==> config.mk <==
export PLATFORM = sky130hd
export DESIGN_NAME = gtx_reset_seq_flat
export DESIGN_NICKNAME = d
export VERILOG_FILES = /design/src/rtl/gtx_reset_seq_if.sv /design/src/rtl/gtx_reset_seq.sv /design/src/flat_wrapper.sv
export SDC_FILE = /design/constraint.sdc
export NUM_CORES = 1
export LEC_CHECK = 0
export ABC_AREA = 1
export CORE_ASPECT_RATIO = 1.1
export CORE_MARGIN = 4
export CORE_UTILIZATION = 56
export DETAILED_ROUTE_END_ITERATION = 7
export PLACE_DENSITY = 0.79
export SLEW_MARGIN = 20
export SYNTH_ARGS = -nofsm -noshare
export SYNTH_HDL_FRONTEND = slang
export SYNTH_SLANG_ARGS = --single-unit
==> constraint.sdc <==
create_clock -name drp_clk -period 2.06 [get_ports drp_clk]
set_input_delay 0.206 -clock drp_clk [delete_from_list [all_inputs] [get_ports drp_clk]]
set_output_delay 0.206 -clock drp_clk [all_outputs]
set_load 0.01 [all_outputs]
==> src/rtl/gtx_reset_seq_if.sv <==
// Status/control bundle between the GTX reset sequencer and the transceiver,
// user-clock MMCMs and MAC. The sequencer takes the master side.
interface gtx_reset_seq_if;
    logic       restart;
    logic       cpll_locked;
    logic       tx_resetdone;
    logic       rx_resetdone;
    logic       tx_usrclk_rdy;
    logic       rx_usrclk_rdy;
    logic       cpll_reset;
    logic       gt_txreset;
    logic       gt_rxreset;
    logic       mac_reset;
    logic       link_ready;
    logic       fault;
    logic [3:0] retry_cnt;
    logic [2:0] state_mon;

    modport master (
        input  restart, cpll_locked, tx_resetdone, rx_resetdone,
               tx_usrclk_rdy, rx_usrclk_rdy,
        output cpll_reset, gt_txreset, gt_rxreset, mac_reset,
               link_ready, fault, retry_cnt, state_mon
    );

    modport slave (
        output restart, cpll_locked, tx_resetdone, rx_resetdone,
               tx_usrclk_rdy, rx_usrclk_rdy,
        input  cpll_reset, gt_txreset, gt_rxreset, mac_reset,
               link_ready, fault, retry_cnt, state_mon
    );
endinterface

==> src/rtl/gtx_reset_seq.sv <==
// Kintex-7 GTX reset sequencer (DRP clock domain).
// Pulses CPLL reset, waits for lock, pulses GTX TX/RX reset, waits for
// reset-done and user-clock lock, then releases the MAC. Timeouts and lock
// loss retry the whole sequence a bounded number of times before latching
// a sticky fault that only restart or reset_n clears.
module gtx_reset_seq #(
    parameter int PLL_DELAY = 60,
    parameter int PULSE_LEN = 8,
    parameter int TIMEOUT   = 65535,
    parameter int MAX_RETRY = 3,
    parameter int CW        = 16
) (
    input  logic            drp_clk,
    input  logic            reset_n,
    gtx_reset_seq_if.master bus
);

    typedef enum logic [2:0] {
        IDLE     = 3'd0,
        PLL_RST  = 3'd1,
        PLL_WAIT = 3'd2,
        GT_RST   = 3'd3,
        GT_WAIT  = 3'd4,
        RUN      = 3'd5,
        FAULT    = 3'd6
    } state_t;

    state_t        state_q, state_d;
    logic [CW-1:0] cnt_q, cnt_d;
    logic [3:0]    retry_q, retry_d;
    logic          fail_c;

    // Synchronizer bits: {cpll_locked, tx_resetdone, rx_resetdone, tx_usrclk_rdy, rx_usrclk_rdy}
    logic [4:0]    sync1_q, sync2_q;
    logic          lock_s;
    logic          gt_ok_s;

    // Output register: {cpll_reset, gt_txreset, gt_rxreset, mac_reset, link_ready, fault}
    logic [5:0]    out_q;

    // Per-state output levels; every state not releasing a reset keeps it asserted.
    function automatic logic [5:0] decode(state_t s);
        logic [5:0] o;
        case (s)
            IDLE:     o = 6'b011100;
            PLL_RST:  o = 6'b111100;
            PLL_WAIT: o = 6'b011100;
            GT_RST:   o = 6'b011100;
            GT_WAIT:  o = 6'b000100;
            RUN:      o = 6'b000010;
            FAULT:    o = 6'b011101;
            default:  o = 6'b011100;
        endcase
        return o;
    endfunction

    // Two-flop synchronizers for the asynchronous GTX/MMCM status inputs.
    always_ff @(posedge drp_clk) begin
        if (!reset_n) begin
            sync1_q <= '0;
            sync2_q <= '0;
        end else begin
            sync1_q <= {bus.cpll_locked, bus.tx_resetdone, bus.rx_resetdone,
                        bus.tx_usrclk_rdy, bus.rx_usrclk_rdy};
            sync2_q <= sync1_q;
        end
    end

    assign lock_s  = sync2_q[4];
    assign gt_ok_s = &sync2_q[3:0];

    // Next-state, retry bookkeeping and shared-counter update.
    always_comb begin
        state_d = state_q;
        retry_d = retry_q;
        fail_c  = 1'b0;
        if (bus.restart) begin
            state_d = IDLE;
            retry_d = '0;
        end else begin
            case (state_q)
                IDLE: begin
                    if (cnt_q == CW'(PLL_DELAY - 1)) state_d = PLL_RST;
                end
                PLL_RST: begin
                    if (cnt_q == CW'(PULSE_LEN - 1)) state_d = PLL_WAIT;
                end
                PLL_WAIT: begin
                    if (lock_s)                        state_d = GT_RST;
                    else if (cnt_q == CW'(TIMEOUT - 1)) fail_c  = 1'b1;
                end
                GT_RST: begin
                    if (!lock_s)                          fail_c  = 1'b1;
                    else if (cnt_q == CW'(PULSE_LEN - 1)) state_d = GT_WAIT;
                end
                GT_WAIT: begin
                    if (!lock_s)                        fail_c  = 1'b1;
                    else if (gt_ok_s)                   state_d = RUN;
                    else if (cnt_q == CW'(TIMEOUT - 1)) fail_c  = 1'b1;
                end
                RUN: begin
                    // Only CPLL lock loss matters here; resetdone/usrclk glitches are ignored.
                    if (!lock_s) fail_c = 1'b1;
                end
                FAULT: begin
                    state_d = FAULT;
                end
                default: begin
                    state_d = IDLE;
                end
            endcase
            // A failure is resolved in the same cycle: retry from IDLE or give up.
            if (fail_c) begin
                if (retry_q == 4'(MAX_RETRY - 1)) begin
                    state_d = FAULT;
                    retry_d = 4'(MAX_RETRY);
                end else begin
                    state_d = IDLE;
                    retry_d = retry_q + 4'd1;
                end
            end
        end
        // Restart always re-times IDLE from zero, even when already in IDLE.
        if ((state_d != state_q) || bus.restart) cnt_d = '0;
        else                                     cnt_d = cnt_q + CW'(1);
    end

    // State, counter, retry and registered outputs (outputs track the next state).
    always_ff @(posedge drp_clk) begin
        if (!reset_n) begin
            state_q <= IDLE;
            cnt_q   <= '0;
            retry_q <= '0;
            out_q   <= decode(IDLE);
        end else begin
            state_q <= state_d;
            cnt_q   <= cnt_d;
            retry_q <= retry_d;
            out_q   <= decode(state_d);
        end
    end

    assign bus.cpll_reset = out_q[5];
    assign bus.gt_txreset = out_q[4];
    assign bus.gt_rxreset = out_q[3];
    assign bus.mac_reset  = out_q[2];
    assign bus.link_ready = out_q[1];
    assign bus.fault      = out_q[0];
    assign bus.retry_cnt  = retry_q;
    assign bus.state_mon  = state_q;

endmodule

==> src/flat_wrapper.sv <==
// flat-port wrapper written by rule: the top's interface ports become plain ports
module gtx_reset_seq_flat 
#(
    parameter int PLL_DELAY = 60,
    parameter int PULSE_LEN = 8,
    parameter int TIMEOUT   = 65535,
    parameter int MAX_RETRY = 3,
    parameter int CW        = 16
)
  (drp_clk, reset_n, bus_restart, bus_cpll_locked, bus_tx_resetdone, bus_rx_resetdone, bus_tx_usrclk_rdy, bus_rx_usrclk_rdy, bus_cpll_reset, bus_gt_txreset, bus_gt_rxreset, bus_mac_reset, bus_link_ready, bus_fault, bus_retry_cnt, bus_state_mon);
  gtx_reset_seq_if bus_i ();
  input  logic drp_clk;
  input  logic reset_n;
  input wire logic [$bits(bus_i.restart)-1:0] bus_restart;
  input wire logic [$bits(bus_i.cpll_locked)-1:0] bus_cpll_locked;
  input wire logic [$bits(bus_i.tx_resetdone)-1:0] bus_tx_resetdone;
  input wire logic [$bits(bus_i.rx_resetdone)-1:0] bus_rx_resetdone;
  input wire logic [$bits(bus_i.tx_usrclk_rdy)-1:0] bus_tx_usrclk_rdy;
  input wire logic [$bits(bus_i.rx_usrclk_rdy)-1:0] bus_rx_usrclk_rdy;
  output wire logic [$bits(bus_i.cpll_reset)-1:0] bus_cpll_reset;
  output wire logic [$bits(bus_i.gt_txreset)-1:0] bus_gt_txreset;
  output wire logic [$bits(bus_i.gt_rxreset)-1:0] bus_gt_rxreset;
  output wire logic [$bits(bus_i.mac_reset)-1:0] bus_mac_reset;
  output wire logic [$bits(bus_i.link_ready)-1:0] bus_link_ready;
  output wire logic [$bits(bus_i.fault)-1:0] bus_fault;
  output wire logic [$bits(bus_i.retry_cnt)-1:0] bus_retry_cnt;
  output wire logic [$bits(bus_i.state_mon)-1:0] bus_state_mon;
  assign bus_i.restart = bus_restart;
  assign bus_i.cpll_locked = bus_cpll_locked;
  assign bus_i.tx_resetdone = bus_tx_resetdone;
  assign bus_i.rx_resetdone = bus_rx_resetdone;
  assign bus_i.tx_usrclk_rdy = bus_tx_usrclk_rdy;
  assign bus_i.rx_usrclk_rdy = bus_rx_usrclk_rdy;
  assign bus_cpll_reset = bus_i.cpll_reset;
  assign bus_gt_txreset = bus_i.gt_txreset;
  assign bus_gt_rxreset = bus_i.gt_rxreset;
  assign bus_mac_reset = bus_i.mac_reset;
  assign bus_link_ready = bus_i.link_ready;
  assign bus_fault = bus_i.fault;
  assign bus_retry_cnt = bus_i.retry_cnt;
  assign bus_state_mon = bus_i.state_mon;
  gtx_reset_seq #(.PLL_DELAY(PLL_DELAY), .PULSE_LEN(PULSE_LEN), .TIMEOUT(TIMEOUT), .MAX_RETRY(MAX_RETRY), .CW(CW)) u_core (.drp_clk(drp_clk), .reset_n(reset_n), .bus(bus_i));
endmodule
Yosys cells after proc, flatten, opt, wreduce, memory -nomap -nowiden:

Cells that the tools add are included.
Widths: inputs -> output; s select.

* eq/ne operators: 15
* $add $sub $neg: 2
* reduce and logical (&&, ||, !) cells: 6
* bitwise operators: 1
* muxes and demuxes: 20

Operator list (number)
* $mux 3: 10
* $pmux 6 s4: 1
* $pmux 3 s7: 1
* $eq 3x3->1 const B: 6
* $add 16x1->16 const B: 1
* $eq 16x16->1 const B: 1
* $eq 16x3->1 const B: 1
* $eq 16x6->1 const B: 1
* $eq 3x1->1 const B: 2
* $eq 3x2->1 const B: 2
* $mux 1: 6
* $reduce_or 2->1: 3
* $add 4x1->4 const B: 1
* $eq 4x2->1 const B: 1
* $mux 4: 1
* $reduce_and 4->1: 1
* $logic_not 3->1: 1
* $ne 3x3->1: 1
* $pmux 1 s3: 1
* $logic_or 1x1->1: 1
* $not 1->1: 1

* bits in registers: 39
* logic and storage cells: 50
* bits of input ports: 8

Logic depth before layout (Yosys ltp):

* depth after elaboration: 11
* depth in mapped cells: 17
* depth with buffers taken out: 16

Worst setup path after synthesis:

Ideal clock, no wire load.

* path kind: flip-flop to flip-flop
* from: register u_core.retry_q[1] (netlist: u_core.bus.retry_cnt[1])
* to: register u_core.cnt_q[13]
* arrival: 1653 ps
* setup time: 121 ps
* setup slack: 287 ps
* cell stages (with the launch flop): 11
* period minus slack after synthesis: 1773 ps
* data required time: 1939 ps
* cells stage by stage: dfxtp_1 -> ha_1 -> nor3b_1 -> nand3b_4 -> nand2_2 -> inv_2 -> nand2_2 -> xor2_2 -> nand2_4 -> buf_12 -> nor2_4

* cells in the longest elaborated chain, start to end: 7

Ends and longest elaborated chain
* start, declared: line gtx_reset_seq.sv:30 `logic [3:0] retry_q, retry_d;`
* start signal, assigned: line gtx_reset_seq.sv:138 `retry_q <= retry_d;`
* $eq 4x2->1: line gtx_reset_seq.sv:114 `if (retry_q == 4'(MAX_RETRY - 1)) begin`
* $mux 3: line gtx_reset_seq.sv:114
* $mux 3: line gtx_reset_seq.sv:113 `if (fail_c) begin`
* $mux 3: line gtx_reset_seq.sv:77 `if (bus.restart) begin`
* $ne 3x3->1: line gtx_reset_seq.sv:124 `if ((state_d != state_q) || bus.restart) cnt_d = '0;`
* $logic_or 1x1->1: line gtx_reset_seq.sv:124
* $reduce_or 2->1 (no line)
* end signal, assigned: line gtx_reset_seq.sv:137 `cnt_q <= cnt_d;`
* end, declared: line gtx_reset_seq.sv:29 `logic [CW-1:0] cnt_q, cnt_d;`

No other way between the ends.
A chain may end at the register's enable or synchronous reset.

Worst setup path after layout:

* from: register u_core.cnt_q[8]
* to: register u_core.cnt_q[1]

* cells in the longest elaborated chain, start to end: 11
* elaborated cells on any way between the ends: 19
* classes of those cells: eq/ne (4); mux (13); reduce/logical (2)

Ends and longest elaborated chain
* $eq 16x16->1: line gtx_reset_seq.sv:90, gtx_reset_seq.sv:99
* $mux 1: line gtx_reset_seq.sv:90, gtx_reset_seq.sv:99
* $mux 1: line gtx_reset_seq.sv:98 `else if (gt_ok_s) state_d = RUN;`
* $mux 1: line gtx_reset_seq.sv:97 `if (!lock_s) fail_c = 1'b1;`
* $pmux 1 s3: line gtx_reset_seq.sv:81 `case (state_q)`
* $mux 1: line gtx_reset_seq.sv:77
* $mux 3 (*): line gtx_reset_seq.sv:113
* $mux 3 (*): line gtx_reset_seq.sv:77
* $ne 3x3->1 (*): line gtx_reset_seq.sv:124
* $logic_or 1x1->1 (*): line gtx_reset_seq.sv:124
* $reduce_or 2->1 (no line) (*)

Mark *: on every way between the ends. The rest lies on a longest branch, timed or not. The select of a mux whose other input is x is not followed.

==> results.ini <==
[outcome]
status = finished clean

[clock_tree]
h-tree-depth = 2
cts_buffers = 5
cts_tree = done
cts.clk_slew.worst_paths_ns = 0.12
clk_path_buf_depth = 2
cts_hold_buf = 0
clock-root-buffer = clkbuf_4
clk_latency_ns = 0.35
numClockSinks = 38

[floorplanning]
num_rows = 22
dieArea_sq_um = 4570
io_pins = 21
initial_core_util_pct = 58.7
core_sq_um = 3390
die_y_um = 70.5
die_w_um = 64.8

[global_routing]
grt_max_degree = 17
grt_overflow = 0
grtUsageTotal_pct = 17.8
antenna_found_initial = 0
grt_pass1_wl_um = 6440
grt_pass1_vias = 1564

[synth]
ys_warn_count = 0
synth_nets = 258
syn_avg_cell_area_sq_um = 8.08
synth-seq-area-share_pct = 38.3
syn_area_sq_um = 1990
synth-seq-cells = 38
syn_inst = 246
synthDistinctLibCells = 35

[power]
pwr_density_cell_nw_per_um2 = 584
leakagePower_uw = 0.00114
ir_drop_v = 0.000377

[placed_design]
dp_hpwl_um = 2630
globalplace.congestion = 0.876
pre_cts_ws_ns = 0.0399
dp_cells = 315
dpl_cell_area_sq_um = 2240
io_buffers = 20

[route]
vias = 1658
drc_errors = 0
drtPass1Iterations = 4
drt_iter0_drc = 116
vias_per_cell = 5.01
avgRoutedWirePerCell_um = 13.0
antenna_left = 0
totalWireLength_um = 4300

[sta]
slew_headroom_pct = 68.4
min_period_ns = 2.02
drv_slew = 0
fmax_mhz = 496
setup_viol = 0
finalHoldViolCount = 0
tns_ns = 0
fin_ws_ns = 0.0419
period_share_pct = 98.0
worstMarginPinSlew_ns = 0.469
final.setup_skew_ns = 0.00365

[critical_path]
r2r_slack_ns = 0.04
path_max_fanout = 8
worstPathRequired_ns = 2.35
arrival_ns = 2.31
cpPeakStageDelay_ns = 0.43
worstReg2RegStart = u_core.cnt_q[8]
crit_chain = nand2_1, nor3_1, nand2_1, nand2_4, nand3b_4, nand2_2, inv_2, nand2_2, xor2_4, buf_12, nand2_8, nor2_1
r2r_cells = 12
endpoint_kind = flop
cp-start-kind = flop
path_delay_family = simple AND/OR/NAND/NOR gates
critPathBufInv = 2
timing.rr.end = u_core.cnt_q[1]
path_class = flop to flop
crit_path_top_delay_cell = dfxtp_1

[finish]
layout-drive-gt1-share_pct = 29.3
diodes = 0
nets = 294
fillCellCount = 240
area_growth_pct = 28.8
final_area_sq_um = 2560
layout.cells.non_filler = 331

[job]
drv_cap = 0

[min_path]
min_path_type = primary input to flop
hold_start = bus_cpll_locked
hold_depth = 3
worstHoldEndpoint = u_core.sync1_q[4]

==> stage by stage <==
| step | util, % | total power [uW] | hold slack (ns) |
|---|---|---|---|
| 6_report | 75.6 | 1490 | 0.370 |
| 3_3_place_gp | 66.1 | 817 | 0.393 |
| 5_1_grt | 75.6 | 1540 | 0.383 |
| 3_5_place_dp | 66.1 | 819 | 0.400 |
| 4_1_cts | 69.7 | 1480 | 0.362 |
| 2_1_floorplan | - | 802 | 0.304 |
==> Yosys cell counts <==
cell type | number | area [sq um]
nor3b_1 | 1 | 7.51
nor2_1 | 29 | 109
nand2_1 | 42 | 158
nand3_1 | 13 | 65.1
inv_2 | 5 | 18.8
xor2_1 | 11 | 96.3
nand3b_1 | 1 | 7.51
clkbuf_1 | 1 | 3.75
nand3_4 | 1 | 17.5
nor3_1 | 5 | 25.0
and3_2 | 1 | 7.51
o21ai_0 | 5 | 25.0
buf_12 | 1 | 20.0
nand2_4 | 3 | 33.8
nor3_2 | 1 | 10.0
ha_1 | 4 | 50.1
xor2_2 | 1 | 16.3
buf_6 | 2 | 22.5
nor2_2 | 2 | 12.5
o21ai_4 | 1 | 16.3
a21oi_2 | 1 | 8.76
a31oi_1 | 1 | 6.26
nor2_4 | 11 | 124
xnor2_1 | 4 | 35.0
nor4_1 | 2 | 12.5
o211a_1 | 1 | 10.0
dfxtp_1 | 38 | 761
buf_4 | 1 | 7.51
a21oi_1 | 5 | 25.0
nand4_1 | 4 | 25.0
o211ai_2 | 1 | 12.5
nand3_2 | 5 | 50.1
nand3b_4 | 1 | 20.0
nand2_2 | 6 | 37.5
inv_1 | 35 | 131
==> report_power, final <==
group / total [uW] / switching (uW) / internal (uW)
Clock: 674 / 263 / 411
Combinational: 70.1 / 38.8 / 31.3
Sequential: 750 / 6.11 / 744
Total: 1490 / 308 / 1190
==> final cells by class <==
type	instances	area [sq um]	area share (%)
flip-flops and latches	38	776	30.3
multi-input cells	164	1150	45.0
inverters	40	150	5.86
repair buffers	33	310	12.1
clock inverters	2	60.1	2.34
well taps	48	60.1	2.34
clock buffers	6	51.3	2.00
==> flip-flops by register name (all words and copies together) (netlist names) <==
signal	flops
u_core.bus.retry_cnt	4
u_core.bus.state_mon	3
u_core.sync1_q	5
u_core.sync2_q	5
u_core.out_q	5
u_core.cnt_q	16
==> metal layers <==
metal  GRT usage (%)  vias to the layer above  part of all wire, %
met5               0                        -                    0
li1                -                      833                    -
met2            31.8                       49                   55
met1            19.9                      763                   39
met3            4.02                       13                  3.9
met4            7.51                        0                  2.6
==> logic make-up (layout without fill, tap and decap cells) <==
logic type | count (synthesis) | count (layout) | synth area share [%]
and+or+nand+nor | 128 | 129 | 36.3
buffers and inverters | 45 | 81 | 10.3
DFF | 38 | 38 | 38.3
xor gates and xnor gates | 16 | 16 | 7.43
AOI/OAI and AO/OA | 15 | 15 | 5.22
adders and majority gates | 4 | 4 | 2.52
==> worst max path at each step <==
| stage | slack (ns) | cells past startpoint | startpoint | to |
|---|---|---|---|---|
| 6_report | 0.04 | 12 | u_core.cnt_q[8] | u_core.cnt_q[1] |
| 2_1_floorplan | 0.29 | 10 | u_core.bus.retry_cnt[1] | u_core.cnt_q[13] |
| 5_1_grt | -0.06 | 16 | u_core.cnt_q[0] | u_core.cnt_q[1] |
| 3_5_place_dp | 0.04 | 11 | u_core.cnt_q[0] | u_core.cnt_q[5] |
| 3_3_place_gp | 0.09 | 11 | u_core.cnt_q[0] | u_core.cnt_q[5] |
| 4_1_cts | 0.03 | 11 | u_core.cnt_q[0] | u_core.cnt_q[4] |
==> cell usage in the layout (no fill, tap or decap), drive strengths merged <==
| master | n |
|---|---|
| nand3b | 2 |
| o21ai | 6 |
| a31oi | 1 |
| bufinv | 2 |
| nor4 | 2 |
| nand3 | 19 |
| o211a | 1 |
| buf | 13 |
| nand2 | 52 |
| dfxtp | 38 |
| inv | 40 |
| nor3 | 6 |
| xnor2 | 4 |
| xor2 | 12 |
| a21oi | 6 |
| nand4 | 4 |
| nor2 | 42 |
| and3 | 1 |
| o211ai | 1 |
| ha | 4 |
| clkbuf | 6 |
| nor3b | 1 |
| clkdlybuf4s50 | 20 |
==> worst reg2reg max path, delay by kind of cell, from the launching register on <==
kind / cells / cell delay [ns]
xor gates and xnor gates: 1 / 0.19
buffers and inverters: 2 / 0.18
DFF: 1 / 0.43
and+or+nand+nor: 9 / 1.16
==> what timing repair did <==
item                                    in CTS  in global routing
endpoints found under the hold margin        0                  0
setup buffers                                0                  7
endpoints found under the setup margin       5                 16
pin swaps                                    0                 14
gates resized for setup                      1                 33
cloned                                       0                  1
No activity file was read; power rests on OpenSTA's default activity.
